[src/rtl/bus_select_decoder_pkg.sv]
// bus_select_decoder_pkg: shared code map, limits, FSM encoding and GPR increment helper
package bus_select_decoder_pkg;
    localparam logic [4:0] CODE_R0 = 5'd0, CODE_R1 = 5'd1, CODE_R2 = 5'd2, CODE_R3 = 5'd3;
    localparam logic [4:0] CODE_R4 = 5'd4, CODE_R5 = 5'd5, CODE_R6 = 5'd6, CODE_R7 = 5'd7;
    localparam logic [4:0] CODE_R8 = 5'd8, CODE_R9 = 5'd9, CODE_R10 = 5'd10, CODE_R11 = 5'd11;
    localparam logic [4:0] CODE_R12 = 5'd12, CODE_R13 = 5'd13, CODE_R14 = 5'd14, CODE_R15 = 5'd15;
    localparam logic [4:0] CODE_HI = 5'd16, CODE_LO = 5'd17, CODE_ZHI = 5'd18, CODE_ZLO = 5'd19;
    localparam logic [4:0] CODE_PC = 5'd20, CODE_MDR = 5'd21, CODE_INPORT = 5'd22, CODE_C = 5'd23;
    localparam logic [4:0] NUM_CODES = 5'd24;
    localparam logic [4:0] GPR_COUNT = 5'd16;
    localparam int MAX_BEATS = 4;
    localparam int BEAT_W = $clog2(MAX_BEATS);
    typedef enum logic {IDLE = 1'b0, DRIVE = 1'b1} state_t;
    // Block moves walk the register file and wrap from the top GPR back to R0.
    function automatic logic [4:0] gpr_inc(input logic [4:0] c);
        return (c == GPR_COUNT - 5'd1) ? CODE_R0 : c + 5'd1;
    endfunction
endpackage

[src/rtl/bus_select_decoder_if.sv]
// bus_select_decoder_if: request handshake and strobe bundle between control logic and decoder
//   master: control logic (drives req_*, abort; observes ready, strobes, status)
//   slave : decoder (drives req_ready, bus_out_en, reg_in_en, busy, xfer_done, err)
interface bus_select_decoder_if;
    import bus_select_decoder_pkg::*;
    logic              req_valid;
    logic              req_ready;
    logic [4:0]        req_src;
    logic [4:0]        req_dst;
    logic              req_dst_en;
    logic [BEAT_W-1:0] req_beats;
    logic              abort;
    logic [31:0]       bus_out_en;
    logic [31:0]       reg_in_en;
    logic              busy;
    logic              xfer_done;
    logic              err;
    modport master (
        output req_valid, req_src, req_dst, req_dst_en, req_beats, abort,
        input  req_ready, bus_out_en, reg_in_en, busy, xfer_done, err
    );
    modport slave (
        input  req_valid, req_src, req_dst, req_dst_en, req_beats, abort,
        output req_ready, bus_out_en, reg_in_en, busy, xfer_done, err
    );
endinterface

[src/rtl/bus_select_decoder_onehot_decode5to32.sv]
// onehot_decode5to32: combinational 5-bit code to 32-bit one-hot with enable
//   code: 5-bit select, en: gate, onehot: 1<<code when en else 0
module onehot_decode5to32 (
    input  logic [4:0]  code,
    input  logic        en,
    output logic [31:0] onehot
);
    assign onehot = en ? 32'd1 << code : '0;
endmodule

[src/rtl/bus_select_decoder.sv]
// bus_select_decoder: sequenced one-hot bus-source / register-load strobe generator
//   clk, clr: clock and synchronous active-high reset
//   bus     : slave side of bus_select_decoder_if (request in, registered strobes/status out)
module bus_select_decoder
    import bus_select_decoder_pkg::*;
(
    input  logic clk,
    input  logic clr,
    bus_select_decoder_if.slave bus
);
    state_t            state, state_n;
    logic [4:0]        src, dst, src_n, dst_n;
    logic              dst_en, dst_en_n;
    logic [BEAT_W-1:0] cnt, cnt_n;
    logic              accept, illegal, drive_n;
    logic [31:0]       out_n, in_n;
    assign bus.req_ready = state == IDLE && !clr;
    assign accept = bus.req_valid && bus.req_ready;
    // Multi-beat moves auto-increment, so they are only legal within the GPR range.
    assign illegal = bus.req_src >= NUM_CODES
                  || (bus.req_dst_en && bus.req_dst >= NUM_CODES)
                  || (bus.req_beats != '0 && (bus.req_src >= GPR_COUNT
                      || (bus.req_dst_en && bus.req_dst >= GPR_COUNT)));
    always_comb begin
        state_n  = state;
        src_n    = src;
        dst_n    = dst;
        dst_en_n = dst_en;
        cnt_n    = cnt;
        if (state == IDLE) begin
            if (accept && !illegal) begin
                state_n  = DRIVE;
                src_n    = bus.req_src;
                dst_n    = bus.req_dst;
                dst_en_n = bus.req_dst_en;
                cnt_n    = bus.req_beats;
            end
        end else if (bus.abort || cnt == '0) begin
            state_n = IDLE;
        end else begin
            src_n = gpr_inc(src);
            dst_n = gpr_inc(dst);
            cnt_n = cnt - 1'b1;
        end
    end
    assign drive_n = state_n == DRIVE;
    // Strobes are decoded from next-state values so they come straight out of flops.
    onehot_decode5to32 u_src_dec (.code(src_n), .en(drive_n), .onehot(out_n));
    onehot_decode5to32 u_dst_dec (.code(dst_n), .en(drive_n && dst_en_n), .onehot(in_n));
    always_ff @(posedge clk) begin
        if (clr) begin
            state          <= IDLE;
            src            <= '0;
            dst            <= '0;
            dst_en         <= 1'b0;
            cnt            <= '0;
            bus.bus_out_en <= '0;
            bus.reg_in_en  <= '0;
            bus.busy       <= 1'b0;
            bus.xfer_done  <= 1'b0;
            bus.err        <= 1'b0;
        end else begin
            state          <= state_n;
            src            <= src_n;
            dst            <= dst_n;
            dst_en         <= dst_en_n;
            cnt            <= cnt_n;
            bus.bus_out_en <= out_n;
            bus.reg_in_en  <= in_n;
            bus.busy       <= drive_n;
            bus.xfer_done  <= drive_n && cnt_n == '0;
            bus.err        <= accept && illegal;
        end
    end
endmodule

[src/flat_wrapper.sv]
// flat-port wrapper written by rule: the top's interface ports become plain ports
module bus_select_decoder_flat import bus_select_decoder_pkg::*;
  (clk, clr, bus_req_valid, bus_req_src, bus_req_dst, bus_req_dst_en, bus_req_beats, bus_abort, bus_req_ready, bus_bus_out_en, bus_reg_in_en, bus_busy, bus_xfer_done, bus_err);
  bus_select_decoder_if bus_i ();
  input  logic clk;
  input  logic clr;
  input wire logic [$bits(bus_i.req_valid)-1:0] bus_req_valid;
  input wire logic [$bits(bus_i.req_src)-1:0] bus_req_src;
  input wire logic [$bits(bus_i.req_dst)-1:0] bus_req_dst;
  input wire logic [$bits(bus_i.req_dst_en)-1:0] bus_req_dst_en;
  input wire logic [$bits(bus_i.req_beats)-1:0] bus_req_beats;
  input wire logic [$bits(bus_i.abort)-1:0] bus_abort;
  output wire logic [$bits(bus_i.req_ready)-1:0] bus_req_ready;
  output wire logic [$bits(bus_i.bus_out_en)-1:0] bus_bus_out_en;
  output wire logic [$bits(bus_i.reg_in_en)-1:0] bus_reg_in_en;
  output wire logic [$bits(bus_i.busy)-1:0] bus_busy;
  output wire logic [$bits(bus_i.xfer_done)-1:0] bus_xfer_done;
  output wire logic [$bits(bus_i.err)-1:0] bus_err;
  assign bus_i.req_valid = bus_req_valid;
  assign bus_i.req_src = bus_req_src;
  assign bus_i.req_dst = bus_req_dst;
  assign bus_i.req_dst_en = bus_req_dst_en;
  assign bus_i.req_beats = bus_req_beats;
  assign bus_i.abort = bus_abort;
  assign bus_req_ready = bus_i.req_ready;
  assign bus_bus_out_en = bus_i.bus_out_en;
  assign bus_reg_in_en = bus_i.reg_in_en;
  assign bus_busy = bus_i.busy;
  assign bus_xfer_done = bus_i.xfer_done;
  assign bus_err = bus_i.err;
  bus_select_decoder u_core (.clk(clk), .clr(clr), .bus(bus_i));
endmodule
[config.mk]
export PLATFORM = sky130hd
export DESIGN_NAME = bus_select_decoder_flat
export DESIGN_NICKNAME = d
export VERILOG_FILES = /design/src/rtl/bus_select_decoder_pkg.sv /design/src/rtl/bus_select_decoder_if.sv /design/src/rtl/bus_select_decoder_onehot_decode5to32.sv /design/src/rtl/bus_select_decoder.sv /design/src/flat_wrapper.sv
export SDC_FILE = /design/constraint.sdc
export NUM_CORES = 1
export LEC_CHECK = 0
export ABC_CLOCK_PERIOD_IN_PS = 2000
export CAP_MARGIN = 10
export CORE_MARGIN = 3
export CORE_UTILIZATION = 43
export CTS_CLUSTER_DIAMETER = 40
export DETAILED_ROUTE_END_ITERATION = 10
export GPL_ROUTABILITY_DRIVEN = 0
export GPL_TIMING_DRIVEN = 0
export PLACE_DENSITY = 0.77
export SLEW_MARGIN = 20
export SYNTH_ARGS = -nofsm -noshare
export SYNTH_HDL_FRONTEND = slang
export SYNTH_SLANG_ARGS = --single-unit
[constraint.sdc]
create_clock -name clk -period 2 [get_ports clk]
set_input_delay 0.4 -clock clk [delete_from_list [all_inputs] [get_ports clk]]
set_output_delay 0.4 -clock clk [all_outputs]
set_load 0.05 [all_outputs]
==> impl_results.md <==
* Post-synthesis sequential area ratio at 49.9%
* Slowest CP cell: or3_4
* Reg area at 1610 sq um
* CP max FO at 8
* R2R depth at 6
* Mean Syn Cell Area at 10.6 sq um
* FF-to-FF Start: u_core.dst[1]$_SDFF_PP0_
* Delay-heaviest family, CP: simple AND/OR/NAND/NOR gates
* Area Overhead vs Synth at 61.9%
* FP Rows at 30
* Layout cells sized above 1 at 40.0%
* Largest net degree at the start of global routing at 15
* YS warnings at 0
* P per Cell Area at 662 nW/um^2
* Logic pwr share at 13.7%
* Antenna violations before repair at 0
* Multi-input gate area at 1920 sq um
* First-pass GRT wire length at 14,300 um
* IO Port Bufs at 83
* Routed Antenna Nets at 0
* WL final at 10,600 um
* Switching Fraction at 27.0%
* Layout Skew at 0.0177 ns
* Clk buf depth at 2
* Initial core utilization at 45.7%
* HP Start: clr
* WL/cell at 19.7 um
* H-tree levels at 3
* Clk slew on worst S/H paths at 0.10 ns
* Vias in the first global route at 2,811
* F_max at 0.457 GHz
* Via Count at 3,069
* Synth top area cells: dfxtp_1 50%, nor3_2 5.9%, nor2_1 3.2%
* RSZ-0062 raised after global routing: yes
* Failing checks: setup timing
* Worst hold path cell count at 2
* Post-place setup slack at -0.832 ns
* Final hold violations at 0
* Clk_lat worst skew at 0.36 ns
* Final Power at 3.44 mW
* Maxcap violations at 0
* #FFs+latches synth at 80
* Setup ws final at -0.188 ns
* Synth area leader: dfxtp_1
* CP Buf/Inv Count at 0
* Fill count at 464
* CP max stage delay at 0.48 ns
* Internal power at 2.51 mW
* Cell Chain, Critical Path: ha_2, nand3_1, o21ai_2, o221ai_4, or3_4, nor3b_1
* Fin crit share at 109%
* Crit path DAT at 2.46 ns
* Min Tclk post-route at 2.19 ns
* WS Path Type: register to register
* CTS Hold Buffers Added at 0
* Detail Placement HPWL at 5780 um
* Max Slew Vio Count at 0
* Worst-margin pin slew at 0.537 ns
* Nets@finish at 458
* Clock Tree Root: clkbuf_8
* Placeable core area at 7020 sq um
* GR Util All Layers at 21.4%
* Number of synthesized flops with an enable pin at 0
* Worst relative slew slack at 64.1%
* Outcome: finished with violations
* Worst hold path type: input pin to register
* Post-synth top area share at 49.9%
* Grt ovf at 0
* Mapped Cells at 303
* Critical path launch point: u_core.dst[1]$_SDFF_PP0_
* IO Count at 85
* IR drop worst, VDD at 0.347 mV
* Die Wd at 92.4 um
* CP Capture Type: register
* N_diodes at 0
* WP data required at 2.27 ns
* Post-synthesis async set-or-reset flop share at 0%
* Vias per cell at 5.69
* Die area at 8540 sq um
* Chip height at 92.4 um
* TritonRoute pass-1 iters at 5
* Dominant synthesized flop cell: dfxtp_1
* Power share of the clock group at 39.1%
* Startpoint Class: register
* Initial DRC count at 223
* Post-Syn Nets at 323
* Clock Sinks at 80
* Lkg Pwr at 1.77 nW
* Post-Syn Area at 3210 sq um
* Distinct cells, synth at 65
* CTS tree: done
* TritonCTS Buffers at 9
* Sequential share of power at 47.2%
* Switch Pwr at 0.929 mW
* Endpoints failing setup at 57
* # DRC at 0
* Levels on crit path at 6
==> area by class of cell <==
type	instances	share of cell area, %
tap	96	2.31
buffer	15	2.60
inverter	7	0.578
sequential	80	31.1
multi-input combinational	200	36.9
clock buffer	10	2.46
clock inverter	6	1.78
timing repair buffer	125	22.3
==> cells by family after synthesis <==
group,count (synthesis),share of synthesized area (%)
buffers and inverters,23,4.09
DFF,80,49.9
AOI/OAI and AO/OA,51,14.0
adders and majority gates,3,1.17
xor gates and xnor gates,4,1.09
and+or+nand+nor,137,27.9
muxes,5,1.83
==> synth_stat cells (all sizes together), types with 4 or more instances <==
master and number:
nand3 9, nand3b 4, nand2 14, nor2 27
inv 7, a211oi 4, buf 13, or3 4
and2 4, dfxtp 80, o211ai 4, nor3 39
nor3b 9, a21oi 9, mux2i 4, o21ai 8
nor4 12
==> final timing paths <==
| check | endpoint | slack [ns] |
|---|---|---|
| worst max-delay path | u_core.bus.reg_in_en[1]$_SDFF_PP0_ | -0.19 |
| worst min-delay path | u_core.dst[0]$_SDFF_PP0_ | 0.23 |
| worst max register to register | u_core.bus.reg_in_en[1]$_SDFF_PP0_ | -0.19 |
| worst min register to register | u_core.dst_en$_SDFF_PP0_ | 0.48 |
==> stage by stage <==
stage               TNS [ns]  area, sq um  std cells  utilization [%]  hold WS (ns)
floorplan            -0.0237         3240        303                -         0.434
global placement      -50.08         4190        482             59.8         0.449
detailed placement    -52.83         4190        482             59.8         0.458
CTS                   -0.830         4780        518             68.2         0.232
global route           -8.17         5200        539             74.0         0.235
finish                 -3.83         5200        539             74.0         0.233
==> cells in the final DEF (no fill, tap or decap), drive strengths merged, types with 2 or more instances in the layout <==
cell,instances
or3,4
xor2,2
nor3b,9
dfxtp,80
nand3,9
o2111ai,3
o21ai,8
nor4b,2
buf,54
a211oi,4
nor4,12
clkdlybuf4s15,2
ha,3
nor3,39
inv,7
a21oi,9
xnor2,2
bufinv,2
clkdlybuf4s50,73
clkbuf,17
o2bb2ai,2
and3,3
o221a,2
o21a,2
mux2i,4
nand2,14
and2,4
a211o,3
nor2,27
dlygate4sd2,4
clkinvlp,3
nand3b,4
nand2b,3
o2111a,2
o211ai,4
a31oi,2
or3b,2
==> timing repair <==
action / CTS / global route
setup endpoints to repair: 72 / 63
gates cloned: 0 / 0
pin swaps: 23 / 32
gates resized for setup: 58 / 60
setup buffers: 21 / 21
==> per-layer routing <==
| metal | vias to the layer above | GRT usage [%] | share of wire, % |
|---|---|---|---|
| met2 | 151 | 34.4 | 51 |
| met1 | 1495 | 27.1 | 40 |
| met4 | 0 | 8.91 | 3.2 |
| met5 | - | 0 | 0 |
| met3 | 38 | 5.52 | 6.3 |
| li1 | 1385 | - | - |
==> flip-flops by register name (all words and copies together), names as in the netlist <==
signal	count
u_core.dst	5
u_core.dst_en	1
u_core.bus.xfer_done	1
u_core.bus.bus_out_en	32
u_core.src	5
u_core.bus.err	1
u_core.bus.busy	1
u_core.bus.reg_in_en	32
u_core.cnt	2
==> power by group through the flow <==
stage | registers [mW] | logic, mW | clock network (mW)
6_report | 1.62 | 0.472 | 1.34
3_3_place_gp | 1.65 | 0.317 | 0
4_1_cts | 1.62 | 0.379 | 1.34
3_5_place_dp | 1.65 | 0.321 | 0
5_1_grt | 1.62 | 0.494 | 1.43
2_1_floorplan | 1.67 | 0.194 | 0
(Power assumes the default switching activity.)
